===== config.mk =====
export PLATFORM = sky130hd
export DESIGN_NAME = lin_to_lns
export DESIGN_NICKNAME = d
export VERILOG_FILES = /design/src/rtl/lns_pkg.sv /design/src/rtl/lzc.sv /design/src/rtl/lin_to_lns.sv
export SDC_FILE = /design/constraint.sdc
export NUM_CORES = 1
export LEC_CHECK = 0
export BUFFER_PORTS_ARGS = -buffer_cell sky130_fd_sc_hd__buf_2
export CELL_PAD_IN_SITES_DETAIL_PLACEMENT = 2
export CELL_PAD_IN_SITES_GLOBAL_PLACEMENT = 2
export CORE_MARGIN = 3
export CORE_UTILIZATION = 41
export CTS_CLUSTER_DIAMETER = 200
export DETAILED_ROUTE_END_ITERATION = 10
export PLACE_DENSITY = 0.82
export SKIP_LAST_GASP = 1
export SLEW_MARGIN = 20
export SYNTH_ARGS = -nofsm -noshare
export SYNTH_HDL_FRONTEND = slang
export SYNTH_HIERARCHICAL = 1
export SYNTH_SLANG_ARGS = --single-unit

===== constraint.sdc =====
create_clock -name clk -period 7.85 [get_ports clk]
set_input_delay 0 -clock clk [delete_from_list [all_inputs] [get_ports clk]]
set_output_delay 0 -clock clk [all_outputs]
set_load 0.03 [all_outputs]

===== src/rtl/lns_pkg.sv =====
// lns_pkg
// Shared definitions for the LNS datapath blocks (encoder, decoder,
// adder/multiplier). The 12-bit LNS word is {sign, signed log2|x|}, where
// the 11-bit log field carries FRAC_BITS fractional bits. The code 12'h400
// (most negative log, positive sign) is reserved for linear zero, so real
// logs are clamped to [-1023, 1023].

package lns_pkg;

  localparam int LNS_W = 12;
  localparam int LOG_W = 11;

  localparam logic [LNS_W-1:0] LNS_ZERO = 12'h400;

  localparam int LOG_MAX = 1023;
  localparam int LOG_MIN = -1023;

  typedef enum logic [1:0] {
    IDLE,
    NORM,
    SQUARE,
    DONE
  } lns_state_e;

endpackage


===== src/rtl/lzc.sv =====
// lzc
// Priority encoder reporting the index of the most significant set bit.
// Shared by the linear->LNS encoder and the future LNS->linear decoder.
//
// Ports:
//   i_data  : W-bit word to scan
//   o_pos   : index of the leading one (0 when i_data is zero)
//   o_valid : 1 when i_data has at least one bit set

module lzc #(
  parameter int W  = 16,
  parameter int PW = (W > 1) ? $clog2(W) : 1
) (
  input  logic [W-1:0]  i_data,
  output logic [PW-1:0] o_pos,
  output logic          o_valid
);

  // Scan upward so the highest set bit is the last one written.
  always_comb begin
    o_pos   = '0;
    o_valid = 1'b0;
    for (int i = 0; i < W; i++) begin
      if (i_data[i]) begin
        o_pos   = PW'(i);
        o_valid = 1'b1;
      end
    end
  end

endmodule


===== src/rtl/lin_to_lns.sv =====
// lin_to_lns
// Iterative encoder from signed two's-complement fixed-point linear values
// to the 12-bit LNS word. The integer part of log2|x| comes from the
// leading-one position; fractional bits come from repeated squaring of the
// normalised mantissa, one bit per cycle, MSB first.
//
// Ports:
//   clk       : clock
//   rst_n     : asynchronous active-low reset
//   in_valid  : input word valid
//   in_ready  : converter idle and able to accept a word
//   in_data   : signed linear value, IN_FRAC fractional bits
//   out_valid : result valid, held until out_ready
//   out_ready : downstream accepts the result
//   out_data  : {sign, signed log2|x| with FRAC_BITS fractional bits}
//
// Build option:
//   LNS_ROUND_EN : one extra squaring produces a guard bit and the result
//                  is rounded half-up (latency FRAC_BITS+3). Undefined,
//                  the fraction is truncated (latency FRAC_BITS+2).

module lin_to_lns
  import lns_pkg::*;
#(
  parameter int IN_W      = 16,
  parameter int IN_FRAC   = 8,
  parameter int FRAC_BITS = 5,
  parameter int MANT_W    = 16
) (
  input  logic             clk,
  input  logic             rst_n,
  input  logic             in_valid,
  output logic             in_ready,
  input  logic [IN_W-1:0]  in_data,
  output logic             out_valid,
  input  logic             out_ready,
  output logic [LNS_W-1:0] out_data
);

`ifdef LNS_ROUND_EN
  localparam int ITERS = FRAC_BITS + 1;
`else
  localparam int ITERS = FRAC_BITS;
`endif

  localparam int PW     = $clog2(IN_W);
  localparam int CNT_W  = $clog2(ITERS + 1);
  localparam int LOGI_W = 16;
  localparam int SQT_W  = MANT_W + 1;

  localparam logic [PW-1:0] TOP_IDX = PW'(IN_W - 1);

  lns_state_e r_state;
  lns_state_e w_stateNext;

  logic                     r_sign;
  logic [IN_W-1:0]          r_mag;
  logic signed [LOGI_W-1:0] r_intLog;
  logic [MANT_W-1:0]        r_mant;
  logic [ITERS-1:0]         r_frac;
  logic [CNT_W-1:0]         r_cnt;
  logic [LNS_W-1:0]         r_outData;

  logic [IN_W-1:0]          w_absIn;
  logic [PW-1:0]            w_pos;
  logic                     w_lzValid;
  logic [PW-1:0]            w_shamt;
  logic [MANT_W-1:0]        w_mantNorm;
  logic signed [LOGI_W-1:0] w_intLogNorm;
  logic [2*MANT_W-1:0]      w_mantExt;
  logic [SQT_W-1:0]         w_sqTop;
  logic                     w_bit;
  logic [MANT_W-1:0]        w_mantNext;
  logic [ITERS-1:0]         w_fracNext;
  logic                     w_lastIter;
  logic signed [LOGI_W-1:0] w_logRaw;
  logic [LOG_W-1:0]         w_logField;

  // Magnitude of the input; 0x8000 maps to 32768 as an unsigned value.
  assign w_absIn = in_data[IN_W-1] ? (~in_data + 1'b1) : in_data;

  lzc #(
    .W  (IN_W),
    .PW (PW)
  ) u_lzc (
    .i_data  (r_mag),
    .o_pos   (w_pos),
    .o_valid (w_lzValid)
  );

  // Move the leading one to bit MANT_W-1 (mantissa in Q1.MANT_W-1).
  assign w_shamt      = TOP_IDX - w_pos;
  assign w_mantNorm   = MANT_W'(({r_mag, {MANT_W{1'b0}}} << w_shamt) >> IN_W);
  assign w_intLogNorm = $signed(LOGI_W'(w_pos)) - $signed(LOGI_W'(IN_FRAC));

  // Square is Q2.x; only bits from MANT_W-1 upward are ever kept, so the
  // product is pre-shifted down to its top MANT_W+1 bits.
  assign w_mantExt  = {{MANT_W{1'b0}}, r_mant};
  assign w_sqTop    = SQT_W'((w_mantExt * w_mantExt) >> (MANT_W - 1));
  assign w_bit      = w_sqTop[SQT_W-1];
  assign w_mantNext = w_bit ? w_sqTop[SQT_W-1:1] : w_sqTop[MANT_W-1:0];
  assign w_fracNext = ITERS'({r_frac, w_bit});
  assign w_lastIter = (r_cnt == CNT_W'(ITERS - 1));

`ifdef LNS_ROUND_EN
  // The guard bit is the LSB of the fraction shift register.
  assign w_logRaw = (r_intLog <<< FRAC_BITS)
                  + $signed(LOGI_W'(w_fracNext[ITERS-1:1]))
                  + $signed(LOGI_W'(w_fracNext[0]));
`else
  assign w_logRaw = (r_intLog <<< FRAC_BITS) + $signed(LOGI_W'(w_fracNext));
`endif

  // Clamp to the representable range; -1024 is the zero code, so the low
  // bound is -1023.
  always_comb begin
    w_logField = w_logRaw[LOG_W-1:0];
    if (w_logRaw > LOGI_W'(LOG_MAX)) begin
      w_logField = LOG_W'(LOG_MAX);
    end else if (w_logRaw < LOGI_W'(LOG_MIN)) begin
      w_logField = LOG_W'(LOG_MIN);
    end
  end

  // State register.
  always_ff @(posedge clk or negedge rst_n) begin
    if (!rst_n) begin
      r_state <= IDLE;
    end else begin
      r_state <= w_stateNext;
    end
  end

  // Next-state logic. DONE always returns to IDLE, so a new word is never
  // accepted in the same cycle the result leaves.
  always_comb begin
    w_stateNext = r_state;
    case (r_state)
      IDLE:    if (in_valid)   w_stateNext = NORM;
      NORM:    w_stateNext = w_lzValid ? SQUARE : DONE;
      SQUARE:  if (w_lastIter) w_stateNext = DONE;
      DONE:    if (out_ready)  w_stateNext = IDLE;
      default: w_stateNext = IDLE;
    endcase
  end

  // Datapath registers. The output word is loaded on the way into DONE and
  // is untouched while DONE waits for out_ready.
  always_ff @(posedge clk or negedge rst_n) begin
    if (!rst_n) begin
      r_sign    <= 1'b0;
      r_mag     <= '0;
      r_intLog  <= '0;
      r_mant    <= '0;
      r_frac    <= '0;
      r_cnt     <= '0;
      r_outData <= LNS_ZERO;
    end else begin
      case (r_state)
        IDLE: begin
          if (in_valid) begin
            r_sign <= in_data[IN_W-1];
            r_mag  <= w_absIn;
          end
        end
        NORM: begin
          r_cnt  <= '0;
          r_frac <= '0;
          if (w_lzValid) begin
            r_intLog <= w_intLogNorm;
            r_mant   <= w_mantNorm;
          end else begin
            r_outData <= LNS_ZERO;
          end
        end
        SQUARE: begin
          r_mant <= w_mantNext;
          r_frac <= w_fracNext;
          r_cnt  <= r_cnt + 1'b1;
          if (w_lastIter) begin
            r_outData <= {r_sign, w_logField};
          end
        end
        default: begin
        end
      endcase
    end
  end

  assign in_ready  = (r_state == IDLE);
  assign out_valid = (r_state == DONE);
  assign out_data  = r_outData;

endmodule


==> metrics.txt <==
status=complete, no violations; port bufs=33; Max Root-Sink Buffers=2; Worst Path Buf+Inv=3; total track usage=about 25%; post-synth cell types=67; post-synth top area share=29.8%; CP Launch Type=flop; Initial Util=42.4%; Worst-Margin Slew=0.937 ns; final hold violation count=0; Hold Path Sink=r_mag[6]$_DFFE_PN0P_; Syn Std Cell Area=around 0.011 mm²; Final ANT Viol Nets=0; routed vias=8,988; Overflow after GRT=0; unrepaired setup endpoints after global routing=no; Top Ports=34; CP cell instances=nand2_1, fa_1, inv_1, fa_1, fa_1, fa_1, fa_1, inv_1, fa_1, inv_1, ha_1, o211ai_1, o21ai_0, nand3_1, a21oi_1, or3_1, and4_2, mux2i_1, o21ai_0, a21boi_0; count leader, synth=inv_1; first-pass GRT wire length=56,800 µm; Skew-Pair Late Insertion Delay=0.34 ns; Final setup viols=0; syn nets=1,567; Std-Cell Rows=58; crit path time final=7.30 ns; Util after Layout=between 40% and 50%; post-CTS setup buffers=0; Syn. warnings=6; layout cells sized above 1=6.63%; Num CTS Buffers=9; Hold Path Depth=3; Max Clock Freq=between 100 and 150 MHz; vias in the first global route=~11k; dominant cells by area after synthesis=fa_1 30%, dfrtp_1 13%, ha_1 13%, inv_1 9.6%, nand2_1 5.1%; Worst-path clk slew=0.05 ns; area growth from synthesis to layout=7.72%; die area=~0.028 mm²; fin nets=~1.6k; crit-path max FO=16; largest net degree at the start of global routing=58; drt first-iter violations=about 360; Largest stage delay, worst path=around 0.87 ns; crit share post-route=93.0%; global placement routability congestion=0.850; Clock Sinks=57; CP required=approximately 8 ns; Post-synth EDFFs=0; Hold WC Path Type=input pin to flop; Vert. Die Dim=168 µm; total wire length=34,400 µm; Reg2Reg Depth=20; cell count after synthesis=1,277; Post-synth ARST share=100%; R2R setup slack=0.55 ns; ys flop type=dfrtp_1; top cells by count, synth=277 x inv_1, 161 x fa_1, 147 x nand2_1; Critical R2R Launch=r_mant[11]$_DFFE_PN0P_; Worst setup EP type=flop; Pre-antenna DRT Iters=5; reg2reg end=r_mant[7]$_DFFE_PN0P_; # H-tree levels=3; antenna violations before repair=0; critical path type=flop to flop; max-cap violations=0; CTS tree=built; ant diodes=0; hpwl dp=27,800 µm; sequential area share after synthesis=about an eighth; Core ar.=0.0255 mm²; Die X=about 170 µm; vias per cell=between 5 and 6; Yosys top cell by area=fa_1; Avg Cell Area, Syn=8.47 µm²; slowest stage cell, crit path=dfrtp_1; WP data arrival=between 7 and 8 ns; root buf cell=clkbuf_16; final setup TNS=0 ns; delay-heaviest family, CP=adder cells; CP dominant cell by count=fa_1; DR WL/cell=21.1 µm; Seq cells post-synth=57; Final Max Slew Viols=0; Worst slew margin=37.5%; DRC=0; hold_sp=in_data[6]; Final Skew=0.00679 ns
==> kinds of logic after synthesis <==
logic type | count (synthesis) | share of synthesized area [%]
AO/OA/AOI/OAI | 208 | 12.2
AND/OR/NAND/NOR | 345 | 14.6
flip-flops | 57 | 13.2
XOR/XNOR | 36 | 2.91
multiplexers | 31 | 3.10
buffers and inverters | 330 | 11.6
adder cells (fa/ha/maj) | 270 | 42.4
==> tightest hold or removal path: stages <==
cell	delay [ns]
buf_2	0.10
xor2_1	0.13
a21oi_1	0.08
==> timing repair <==
item / in CTS / in global routing
hold buffers: 7 / 0
setup endpoints to repair: 0 / 12
gates resized for setup: 0 / 2
hold endpoints to repair: 63 / 0
==> flip-flops by register name, indices dropped and copies added (netlist names) <==
name and count:
r_intLog 4, r_frac 4, out_data 11, r_sign 1, r_state 2, r_cnt 3, r_mag 16, r_mant 16
==> layout by cell type (no fill, tap or decap), types with 19 or more instances in the layout <==
master	n
and2_1	38
nor2_1	72
a21oi_1	60
mux2i_1	20
ha_1	109
o21ai_0	58
nand2_1	147
buf_2	33
nand3_1	21
dfrtp_1	55
fa_1	161
xor2_1	19
inv_1	277
==> metrics by stage <==
stage	hold slack, ns	worst slack (ns)	area (µm²)	instances
floorplan	-0.296	1.32	10800	1277
global placement	0.201	0.642	11300	1604
detailed placement	0.224	0.361	11300	1604
CTS	0.000518	0.269	11700	1627
global route	0.0348	0.0576	11700	1627
finish	0.00657	0.547	11700	1627
==> how the worst max path moves through the flow <==
stage                     cells after the start                    from               endpoint  slack (ns)
after floorplan                              23   r_mant[4]$_DFFE_PN0P_  r_mant[8]$_DFFE_PN0P_        1.32
after global placement                       20  r_mant[11]$_DFFE_PN0P_  r_mant[7]$_DFFE_PN0P_        0.64
after detailed placement                     22  r_mant[12]$_DFFE_PN0P_  r_mant[7]$_DFFE_PN0P_        0.36
after CTS                                    22  r_mant[12]$_DFFE_PN0P_  r_mant[7]$_DFFE_PN0P_        0.27
after global routing                         20  r_mant[14]$_DFFE_PN0P_  r_mant[7]$_DFFE_PN0P_        0.06
final                                        20  r_mant[11]$_DFFE_PN0P_  r_mant[7]$_DFFE_PN0P_        0.55
==> metal layers <==
layer	GRT usage (%)	vias to the layer above	part of all wire (%)
met1	31.3	4721	42
li1	-	4081	-
met2	46.8	136	53
met4	6.26	0	2.3
met5	0	-	0
met3	3.29	50	3.0
==> cell type report <==
class | instances | area (µm²)
timing repair buffer | 57 | 363
inverter | 277 | 1040
clock inverter | 5 | 32.5
sequential | 57 | 1430
clock buffer | 11 | 233
fill | 2890 | 13900
tap | 330 | 413
multi-input combinational | 890 | 8150
Power is not shown: default switching activity piles up to over one toggle a cycle in this logic, so the estimate is an artifact.
